===== src/rtl/pc_sequencer_if.sv =====
// Next-PC controller bus: redirect requests in, PC register controls out.
// master drives requests and observes controls; slave is the sequencer.
interface pc_sequencer_if;
  logic [31:0] pc_cur;
  logic        br_taken;
  logic [31:0] br_target;
  logic        j_en;
  logic [31:0] j_target;
  logic        jr_en;
  logic [31:0] jr_target;
  logic        eret;
  logic [31:0] epc_in;
  logic        exc_req;
  logic        busy;
  logic        halt;
  logic        pc_ena;
  logic [31:0] pc_next;
  logic        exc_ack;
  logic        timeout;
  logic [1:0]  seq_state;

  modport master (
    output pc_cur, br_taken, br_target,
    output j_en, j_target, jr_en, jr_target,
    output eret, epc_in, exc_req, busy, halt,
    input  pc_ena, pc_next, exc_ack,
    input  timeout, seq_state
  );

  modport slave (
    input  pc_cur, br_taken, br_target,
    input  j_en, j_target, jr_en, jr_target,
    input  eret, epc_in, exc_req, busy, halt,
    output pc_ena, pc_next, exc_ack,
    output timeout, seq_state
  );
endinterface


===== src/rtl/pc_sequencer.sv =====
// CPU54 next-PC sequencer: picks the fetch address, freezes on MUL/DIV
// stalls, queues exceptions raised mid-stall and supports a sticky halt.
module pc_sequencer #(
  parameter logic [31:0] EXC_VEC   = 32'h0000_0004,
  parameter int          STALL_MAX = 64,
  parameter int          CNT_W     = 7
) (
  input logic          clk,
  input logic          rst,
  pc_sequencer_if.slave bus
);

  typedef enum logic [1:0] {
    RUN   = 2'b00,
    STALL = 2'b01,
    TRAP  = 2'b10,
    HALT  = 2'b11
  } state_t;

  state_t             state;
  logic               pend_exc;
  logic [CNT_W-1:0]   stall_cnt;

  logic [31:0] seq_pc;
  logic [31:0] sel_pc;
  logic        wd_hit;

  function automatic logic [31:0] tgt(
    input logic [31:0] a
  );
    return {a[31:2], 2'b00};
  endfunction

  assign seq_pc = bus.pc_cur + 32'd4;
  assign wd_hit = (stall_cnt == CNT_W'(STALL_MAX));

  always_comb begin
    sel_pc = seq_pc;
    if (bus.exc_req)       sel_pc = tgt(EXC_VEC);
    else if (bus.eret)     sel_pc = tgt(bus.epc_in);
    else if (bus.jr_en)    sel_pc = tgt(bus.jr_target);
    else if (bus.j_en)     sel_pc = tgt(bus.j_target);
    else if (bus.br_taken) sel_pc = tgt(bus.br_target);
  end

  always_comb begin
    bus.pc_ena  = 1'b0;
    bus.exc_ack = 1'b0;
    bus.timeout = 1'b0;
    bus.pc_next = seq_pc;
    if (!rst) begin
      unique case (state)
        RUN: begin
          bus.pc_next = sel_pc;
          if (!bus.halt && !bus.busy) begin
            bus.pc_ena  = 1'b1;
            bus.exc_ack = bus.exc_req;
          end
        end
        STALL: begin
          bus.pc_next = sel_pc;
          if (!bus.halt) begin
            if (!bus.busy && !pend_exc) begin
              bus.pc_ena  = 1'b1;
              bus.exc_ack = bus.exc_req;
            end
            bus.timeout = bus.busy && wd_hit;
          end
        end
        TRAP: begin
          bus.pc_ena  = 1'b1;
          bus.exc_ack = 1'b1;
          bus.pc_next = tgt(EXC_VEC);
        end
        HALT: bus.pc_next = seq_pc;
        default: bus.pc_next = seq_pc;
      endcase
    end
  end

  assign bus.seq_state = state;

  always_ff @(posedge clk or posedge rst) begin
    if (rst) begin
      state     <= RUN;
      pend_exc  <= 1'b0;
      stall_cnt <= '0;
    end else begin
      unique case (state)
        RUN: begin
          if (bus.halt) begin
            state <= HALT;
          end else if (bus.busy) begin
            state     <= STALL;
            stall_cnt <= CNT_W'(1);
            pend_exc  <= bus.exc_req;
          end
        end
        STALL: begin
          stall_cnt <= stall_cnt + 1'b1;
          if (bus.exc_req) pend_exc <= 1'b1;
          if (bus.halt) begin
            state    <= HALT;
            pend_exc <= 1'b0;
          end else if (!bus.busy) begin
            if (pend_exc) begin
              state <= TRAP;
            end else begin
              state     <= RUN;
              pend_exc  <= 1'b0;
              stall_cnt <= '0;
            end
          end else if (wd_hit) begin
            // watchdog expiry is delivered as a queued exception
            pend_exc <= 1'b1;
            state    <= TRAP;
          end
        end
        TRAP: begin
          pend_exc  <= 1'b0;
          stall_cnt <= '0;
          state     <= RUN;
        end
        HALT: state <= HALT;
        default: state <= RUN;
      endcase
    end
  end

endmodule


===== src/flat_wrapper.sv =====
// flat-port wrapper written by rule: the top's interface ports become plain ports
module pc_sequencer_flat 
#(
  parameter logic [31:0] EXC_VEC   = 32'h0000_0004,
  parameter int          STALL_MAX = 64,
  parameter int          CNT_W     = 7
)
  (clk, rst, bus_pc_cur, bus_br_taken, bus_br_target, bus_j_en, bus_j_target, bus_jr_en, bus_jr_target, bus_eret, bus_epc_in, bus_exc_req, bus_busy, bus_halt, bus_pc_ena, bus_pc_next, bus_exc_ack, bus_timeout, bus_seq_state);
  pc_sequencer_if bus_i ();
  input logic clk;
  input logic rst;
  input wire logic [$bits(bus_i.pc_cur)-1:0] bus_pc_cur;
  input wire logic [$bits(bus_i.br_taken)-1:0] bus_br_taken;
  input wire logic [$bits(bus_i.br_target)-1:0] bus_br_target;
  input wire logic [$bits(bus_i.j_en)-1:0] bus_j_en;
  input wire logic [$bits(bus_i.j_target)-1:0] bus_j_target;
  input wire logic [$bits(bus_i.jr_en)-1:0] bus_jr_en;
  input wire logic [$bits(bus_i.jr_target)-1:0] bus_jr_target;
  input wire logic [$bits(bus_i.eret)-1:0] bus_eret;
  input wire logic [$bits(bus_i.epc_in)-1:0] bus_epc_in;
  input wire logic [$bits(bus_i.exc_req)-1:0] bus_exc_req;
  input wire logic [$bits(bus_i.busy)-1:0] bus_busy;
  input wire logic [$bits(bus_i.halt)-1:0] bus_halt;
  output wire logic [$bits(bus_i.pc_ena)-1:0] bus_pc_ena;
  output wire logic [$bits(bus_i.pc_next)-1:0] bus_pc_next;
  output wire logic [$bits(bus_i.exc_ack)-1:0] bus_exc_ack;
  output wire logic [$bits(bus_i.timeout)-1:0] bus_timeout;
  output wire logic [$bits(bus_i.seq_state)-1:0] bus_seq_state;
  assign bus_i.pc_cur = bus_pc_cur;
  assign bus_i.br_taken = bus_br_taken;
  assign bus_i.br_target = bus_br_target;
  assign bus_i.j_en = bus_j_en;
  assign bus_i.j_target = bus_j_target;
  assign bus_i.jr_en = bus_jr_en;
  assign bus_i.jr_target = bus_jr_target;
  assign bus_i.eret = bus_eret;
  assign bus_i.epc_in = bus_epc_in;
  assign bus_i.exc_req = bus_exc_req;
  assign bus_i.busy = bus_busy;
  assign bus_i.halt = bus_halt;
  assign bus_pc_ena = bus_i.pc_ena;
  assign bus_pc_next = bus_i.pc_next;
  assign bus_exc_ack = bus_i.exc_ack;
  assign bus_timeout = bus_i.timeout;
  assign bus_seq_state = bus_i.seq_state;
  pc_sequencer #(.EXC_VEC(EXC_VEC), .STALL_MAX(STALL_MAX), .CNT_W(CNT_W)) u_core (.clk(clk), .rst(rst), .bus(bus_i));
endmodule

===== config.mk =====
export PLATFORM = sky130hd
export DESIGN_NAME = pc_sequencer_flat
export DESIGN_NICKNAME = d
export VERILOG_FILES = /design/src/rtl/pc_sequencer_if.sv /design/src/rtl/pc_sequencer.sv /design/src/flat_wrapper.sv
export SDC_FILE = /design/constraint.sdc
export NUM_CORES = 1
export LEC_CHECK = 0
export ABC_AREA = 1
export BUFFER_PORTS_ARGS = -buffer_cell sky130_fd_sc_hd__buf_4
export CAP_MARGIN = 20
export CELL_PAD_IN_SITES_DETAIL_PLACEMENT = 1
export CELL_PAD_IN_SITES_GLOBAL_PLACEMENT = 1
export CORE_ASPECT_RATIO = 0.5
export CORE_MARGIN = 3
export CORE_UTILIZATION = 27
export CTS_CLUSTER_SIZE = 40
export DETAILED_ROUTE_END_ITERATION = 8
export HOLD_SLACK_MARGIN = 0.12
export PLACE_DENSITY = 0.95
export SLEW_MARGIN = 20
export SYNTH_ARGS = -nofsm -noshare
export SYNTH_HDL_FRONTEND = slang
export SYNTH_SLANG_ARGS = --single-unit

===== constraint.sdc =====
create_clock -name clk -period 2.7 [get_ports clk]
set_clock_uncertainty 0.05 [all_clocks]
set_input_delay 0.54 -clock clk [delete_from_list [all_inputs] [get_ports clk]]
set_output_delay 0.54 -clock clk [all_outputs]
set_load 0.1 [all_outputs]

==> results.py, run 1 <==
metrics = {
    "status": {
        "outcome": "finished, violations left",
        "violations_in_the_final_reports": "negative setup slack",
    },
    "worst_setup_path": {
        "timing.critical_path.depth": 14,
        "path_max_fanout": 4,
        "cp_slowest_cell": "nor2_4",
        "cp.buffers_inverters": 3,
        "reg2regPathDepth": 9,
        "critical_path_required_ns": 2.11,
        "cp-start-kind": "input port",
        "path_cells": "buf_8, buf_4, nand2_2, nor2_4, nand3_1, o21ai_0, nand2_1, nand2_1, nand2_1, nand2_1, nand2_1, nand2_1, nand2_4, buf_12",
        "cpMostUsedCell": "nand2_1",
        "worstSetupPathType": "input port to output port",
        "path_delay_family": "simple AND/OR/NAND/NOR gates",
        "worstSetupEndpointType": "output port",
        "timing.critical_path.arrival_ns": 2.18,
        "critical-path-max-stage-delay_ns": 0.21,
    },
    "logic_synthesis": {
        "synthAdderAreaFrac_pct": 3.04,
        "synth.distinct_cells": 42,
        "netlist_area_mm2": 0.00329,
        "syn_inst": 681,
        "simple_gate_area_share_of_the_yosys_netlist_pct": 57.0,
        "synth_mux_area_share_pct": 0,
        "ys_async_sr_fraction_pct": 100,
        "synth_top_family_by_area": "simple AND/OR/NAND/NOR gates",
        "synth_warnings": 0,
        "register_area_share_after_synthesis_pct": 7.60,
        "synth-edff-count": 0,
        "total_nets_after_synthesis": 858,
        "area_share_of_xor_xnor_cells_in_the_synthesized_design_pct": 1.06,
        "ys_seq_elements": 10,
        "synthesis.area_per_instance_um2": 4.84,
        "ys_dominant_reg_cell": "dfrtp_1",
        "synth-compound-area-share_pct": 19.2,
    },
    "cts": {
        "cts.path.max_buffers": 2,
        "tritoncts": "built",
        "cts_hold_repair.buffers": 0,
        "cts.clk_slew.worst_paths_ns": 0.04,
        "count_of_h_tree_levels_built_during_cts": 1,
        "clock-root-buffer": "clkbuf_16",
        "cts_buffers": 3,
        "clock_latency_ns": 0.24,
        "clock_sink_count": 10,
    },
    "grt": {
        "grt_first_pass_wirelength_um": 29900,
        "globalRouteTotalUtil_pct": 26.9,
        "grt_start_max_net_pins": 43,
        "grt-ovfl-total": 0,
        "grt_pass1_vias": 5944,
        "antenna_found_initial": 0,
    },
    "sta": {
        "post-route-period-util_pct": 103,
        "max_freq_ghz": 0.361,
        "period_needed_ns": 2.77,
        "setup-tns-final_ns": -0.340,
        "grt_setup_unrepaired": "true",
        "fin_hold_ws_ns": 0.317,
        "final_hold_vio_count": 0,
        "setup_viol": 7,
        "worst_margin_pin_slew_ns": 0.511,
        "final_max_slew_viol_count": 0,
        "relSlewSlack_pct": 65.9,
        "fin_ws_ns": -0.0724,
    },
    "power": {
        "worst_ir_drop_vdd_v": 0.000601,
        "static-leakage-power_nw": 2.94,
        "pwr_density_cell_mw_per_mm2": 629,
    },
    "die": {
        "core_region_area_mm2": 0.0115,
        "die-width_um": 162,
        "fp-row-count": 27,
        "floorplan.initialDensity_pct": 28.8,
        "die-area_mm2": 0.0136,
        "ios": 206,
        "chipHeight_um": 84.1,
    },
    "detailed_routing": {
        "via_count": 5830,
        "wl_per_cell_um": 20.5,
        "vias_per_inst": 5.56,
        "drt_drc_violations_left": 0,
        "wirelength_um": 21500,
        "first_iter_violations": 306,
        "dr.pass1.iters": 4,
        "ant_nets": 0,
    },
    "placed_design": {
        "dp_hpwl_um": 15200,
        "place_area_mm2": 0.00527,
        "cell_count_after_placement": 1039,
        "numPortBuffers": 197,
        "gpl.final_weighted_congestion": 0.952,
    },
    "cells_and_area": {
        "areaGrowthSynthToFinish_pct": 76.5,
        "num-nets-final": 1067,
        "fillerInstances": 1568,
        "finalCoreUtilization_pct": 50.7,
        "fin_area_mm2": 0.00581,
        "antenna_cells": 0,
        "layout-drive-gt1-share_pct": 37.5,
        "post_layout_nonfiller_instances": 1048,
    },
    "min_path": {
        "hold_class": "input port to async pin",
    },
    "job": {
        "cap_viol_max_count": 0,
    },
}
routing by layer:
metal  GRT usage (%)  wire length, µm  part of all wire [%]  vias up
li1                -                -                     -     2601
met1            29.7             8010                    37     2771
met5               0                0                     0        -
met4            9.91             1200                   5.6        0
met3            6.39             1880                   8.8      116
met2            49.9            10400                    48      342
timing repair:
action,in CTS,in global routing
cloned,0,1
pin swaps,1,12
gates resized for setup,37,79
buffers inserted,0,4
setup endpoints to repair,24,33
layout by cell type (no fill, tap or decap), types with 5 or more instances in the layout:
master,netlist,routed
nor2_1,125,106
a21oi_1,58,57
dfrtp_1,10,8
inv_1,61,58
nand3_2,0,5
nor2_4,5,16
buf_6,1,14
nand2_1,228,196
nor3_1,10,8
nand2_2,5,23
buf_4,3,197
o21ai_0,31,23
buf_8,0,9
ha_1,8,5
nor2_2,6,14
nand2_4,0,14
buf_12,0,11
o21ai_1,4,7
inv_2,2,5
nand3_1,62,57
metrics by stage:
step           power, mW  worst slack (ns)
4_1_cts             3.41           -0.0102
5_1_grt             3.83            -0.192
3_5_place_dp        3.00            -0.112
2_1_floorplan       2.24            -0.209
6_report            3.66           -0.0724
3_3_place_gp        2.94           -0.0491
final cells by class:
type / instances / area, µm² / share of cell area [%]
Inverter: 65 / 244 / 4.20
Tap cell: 159 / 199 / 3.42
Clock buffer: 4 / 88.8 / 1.53
Sequential cell: 10 / 258 / 4.43
Timing Repair Buffer: 232 / 2000 / 34.4
Multi-Input combinational cell: 578 / 3030 / 52.1
power breakdown:
group / leakage [nW] / switching, mW / internal (mW)
sequential: 0.129 / 0.0496 / 0.204
clock: 0.0442 / 0.0738 / 0.223
combinational: 2.77 / 2.15 / 0.962
flip-flops by register name, indices dropped and copies added (netlist names):
signal and flops:
u_core.bus.seq_state 2, u_core.stall_cnt 7, u_core.pend_exc 1
Yosys cell counts (all sizes together) (2+ instances only):
cell         count  area share [%]
nand2          233              27
clkinv           2            0.23
a21oi           58             8.8
a22oi            2            0.46
o22ai            4            0.76
inv             63             7.2
o21bai           4            0.91
nor2           136              17
dlygate4sd1      2            0.53
o21ai           35             5.3
dfrtp           10             7.6
nand4            3            0.57
nand3           62             9.4
nor3b            2            0.46
xor2             4             1.1
buf             11             2.1
nor3            10             1.5
or2              2            0.38
clkbuf          14             1.7
o211ai           3            0.68
ha               8             3.0
logic make-up (layout without fill, tap and decap cells):
family | after synthesis | count (layout)
XOR/XNOR | 4 | 4
flip-flops | 10 | 10
adder cells (fa/ha/maj) | 8 | 8
buffers and inverters | 93 | 301
AND/OR/NAND/NOR | 451 | 451
AO/OA/AOI/OAI | 115 | 115
path summary, 6_finish.rpt:
| check | startpoint | endpoint | slack (ns) |
|---|---|---|---|
| worst max-delay path | bus_pc_cur[3] | bus_pc_next[19] | -0.07 |
| worst min register to register | u_core.pend_exc | u_core.pend_exc | 0.52 |
| worst max register to register | u_core.bus.seq_state[1] | u_core.stall_cnt[5] | 0.46 |
| min in group clk | u_core.pend_exc | u_core.pend_exc | 0.52 |
| worst min-delay path | rst | u_core.stall_cnt[0] | 0.32 |
| max in group asynchronous | rst | u_core.bus.seq_state[1] | 2.12 |
tightest hold or removal path, delay by kind of cell:
family / cells / cell delay (ns)
buf+inv: 3 / 0.40
Note: power is estimated with default switching activity, not from simulation.
==> run 2, diff against run 1 <==
- CORE_MARGIN: 3 -> 4
- CTS_BUF_LIST: unset -> sky130_fd_sc_hd__clkbuf_8 sky130_fd_sc_hd__clkbuf_16
- SETUP_SLACK_MARGIN: unset -> 0.4
==> run 2 against run 1 <==
The run still ends with negative setup slack left. Critical endpoint is now bus_pc_next[3]. Die area increased by 3.6%. Power increased by 53%. Highest routed layer is now met5. Sequential cell count is the same. Non-clock buffer count increased by 73. Combinational power is 61% higher. Sequential power up 3%. Critical path depth shrank 5. First-iteration DRC count rose to 2.7 times the previous value.
==> results.py, run 2 (synthesis results as in run 1) <==
metrics = {
    "power": {
        "swShare_pct": 59.1,
        "power_switching_mw": 3.30,
        "overall_power_of_the_completed_layout_mw": 5.59,
        "sequential_share_of_power_pct": 4.7,
        "static-leakage-power_nw": 3.71,
        "power.internal_mw": 2.29,
        "worst_ir_drop_vdd_v": 0.000842,
        "pwr_density_cell_mw_per_mm2": 703,
        "clkPwrFrac_pct": 5.8,
        "combinationalPowerShare_pct": 89.5,
    },
    "die": {
        "die-width_um": 164,
        "fp-row-count": 28,
        "ios": 206,
        "chipHeight_um": 86.1,
        "floorplan.initialDensity_pct": 27.7,
        "core_region_area_mm2": 0.0119,
        "die-area_mm2": 0.0141,
    },
    "worst_setup_path": {
        "timing.critical_path.arrival_ns": 3.10,
        "worstSetupPathType": "input port to output port",
        "crit_start": "bus_pc_cur[2]",
        "crit_reg_reg_endpoint": "u_core.bus.seq_state[0]",
        "reg2regPathDepth": 13,
        "worstSetupEndpointType": "output port",
        "ff2ff_setup_slack_ns": 0.27,
        "path_max_fanout": 2,
        "cp-start-kind": "input port",
        "critical_path_required_ns": 2.11,
        "worstSetupEndpoint": "bus_pc_next[3]",
        "crit-reg2reg-launch": "u_core.bus.seq_state[0]",
    },
    "sta": {
        "relSlewSlack_pct": 27.5,
        "grt_setup_unrepaired": "true",
        "fin_ws_ns": -0.987,
        "max_freq_ghz": 0.271,
        "final_max_slew_viol_count": 0,
        "final_hold_vio_count": 0,
        "period_needed_ns": 3.69,
        "post-route-period-util_pct": 137,
        "worst_margin_pin_slew_ns": 1.08,
        "setup_viol": 31,
    },
    "job": {
        "cap_viol_max_count": 0,
    },
    "grt": {
        "globalRouteTotalUtil_pct": 37.2,
        "grt_start_max_net_pins": 43,
        "grt-ovfl-total": 0,
        "antenna_found_initial": 0,
        "grt_pass1_vias": 7308,
        "grt_first_pass_wirelength_um": 40800,
    },
    "status": {
        "outcome": "finished, violations left",
        "violations_in_the_final_reports": "negative setup slack",
    },
    "cts": {
        "count_of_h_tree_levels_built_during_cts": 1,
        "cts_buffers": 3,
        "cts.path.max_buffers": 2,
        "clock_latency_ns": 0.25,
        "clock-root-buffer": "clkbuf_16",
        "cts.clk_slew.worst_paths_ns": 0.05,
        "tritoncts": "built",
        "cts_hold_repair.buffers": 0,
        "clock_sink_count": 10,
    },
    "cells_and_area": {
        "post_layout_nonfiller_instances": 1129,
        "number_of_flip_flops_under_the_largest_register_name": 7,
        "top_register": "u_core.stall_cnt",
        "layout-drive-gt1-share_pct": 56.3,
        "fin_area_mm2": 0.00795,
        "final_common_cell": "buf_4",
        "areaGrowthSynthToFinish_pct": 141,
        "num-nets-final": 1142,
        "finalCoreUtilization_pct": 67.0,
        "antenna_cells": 0,
        "leading_cell_types_in_the_layout_fill_and_taps_excluded": "buf_4 (226), nand2_1 (135), nor2_1 (80)",
    },
    "detailed_routing": {
        "via_count": 7158,
        "wirelength_um": 35600,
        "dr.pass1.iters": 9,
        "wl_per_cell_um": 31.5,
        "ant_nets": 0,
        "drt_drc_violations_left": 0,
        "vias_per_inst": 6.34,
        "first_iter_violations": 841,
    },
    "placed_design": {
        "numPortBuffers": 197,
        "dp_hpwl_um": 16200,
        "place_ws_ns": -0.196,
        "place_area_mm2": 0.00605,
        "gpl.final_weighted_congestion": 0.907,
        "cell_count_after_placement": 1063,
    },
    "min_path": {
        "hold_class": "input port to async pin",
    },
}
[run 2: changes by cell type in the layout (fill, tap and decap cells not counted), moves of 26 or more]
cell     change
nand2_1     -61
buf_12      +37
nor2_4      +30
buf_4       +29
nand2_2     +26
nor2_1      -26
[run 2: repair_timing]
item | CTS | global route
pin swaps | 45 | 41
resized for setup | 196 | 132
buffers inserted | 27 | 31
endpoints found under the setup margin | 36 | 42
gates cloned | 1 | 3
[run 2: final cells by class]
cell class              instances  area, µm²
flip-flops and latches         10        258
multi-input cells             578       4050
well taps                     165        206
repair buffers                305       3030
repair inverters                2       32.5
fillers                      1443       3930
inverters                      65        288
clock buffers                   4       88.8
[run 2: stage by stage]
stage,hold slack (ns),TNS (ns)
after CTS,0.285,0
after detailed placement,0.526,-2.30
after global routing,0.305,-6.29
after global placement,0.473,-0.361
after floorplan,0.339,-0.138
final,0.289,-5.38
[run 2: worst max-delay path: stages]
cell	delay, ns
buf_6	0.11
ha_4	0.25
inv_1	0.08
o21ai_0	0.30
nor2_1	0.24
o31ai_1	0.91
o211ai_1	0.29
o21ai_2	0.18
buf_12	0.20
[run 2: worst min-delay path by stage]
stage | from | depth (start not counted) | endpoint
finish | rst | 3 | u_core.bus.seq_state[0]
CTS | rst | 3 | u_core.stall_cnt[3]
detailed placement | u_core.pend_exc | 2 | u_core.pend_exc
global placement | u_core.pend_exc | 2 | u_core.pend_exc
global route | rst | 3 | u_core.stall_cnt[0]
floorplan | rst | 1 | u_core.pend_exc
[run 2: metal layers]
layer | up-vias | track usage, % | part of all wire, %
met5 | - | 0 | 0.13
met4 | 2 | 26.1 | 11
met3 | 366 | 7.73 | 13
met2 | 742 | 67.8 | 43
met1 | 3300 | 38.6 | 32
li1 | 2748 | - | -
[run 2: power by group through the flow]
stage          Clock (mW)  Sequential [mW]  Combinational, mW
3_3_place_gp            0            0.242               3.00
4_1_cts             0.295            0.248               3.99
6_report            0.323            0.262               5.01
2_1_floorplan           0            0.359               2.21
3_5_place_dp            0            0.249               3.12
5_1_grt             0.330            0.264               5.09
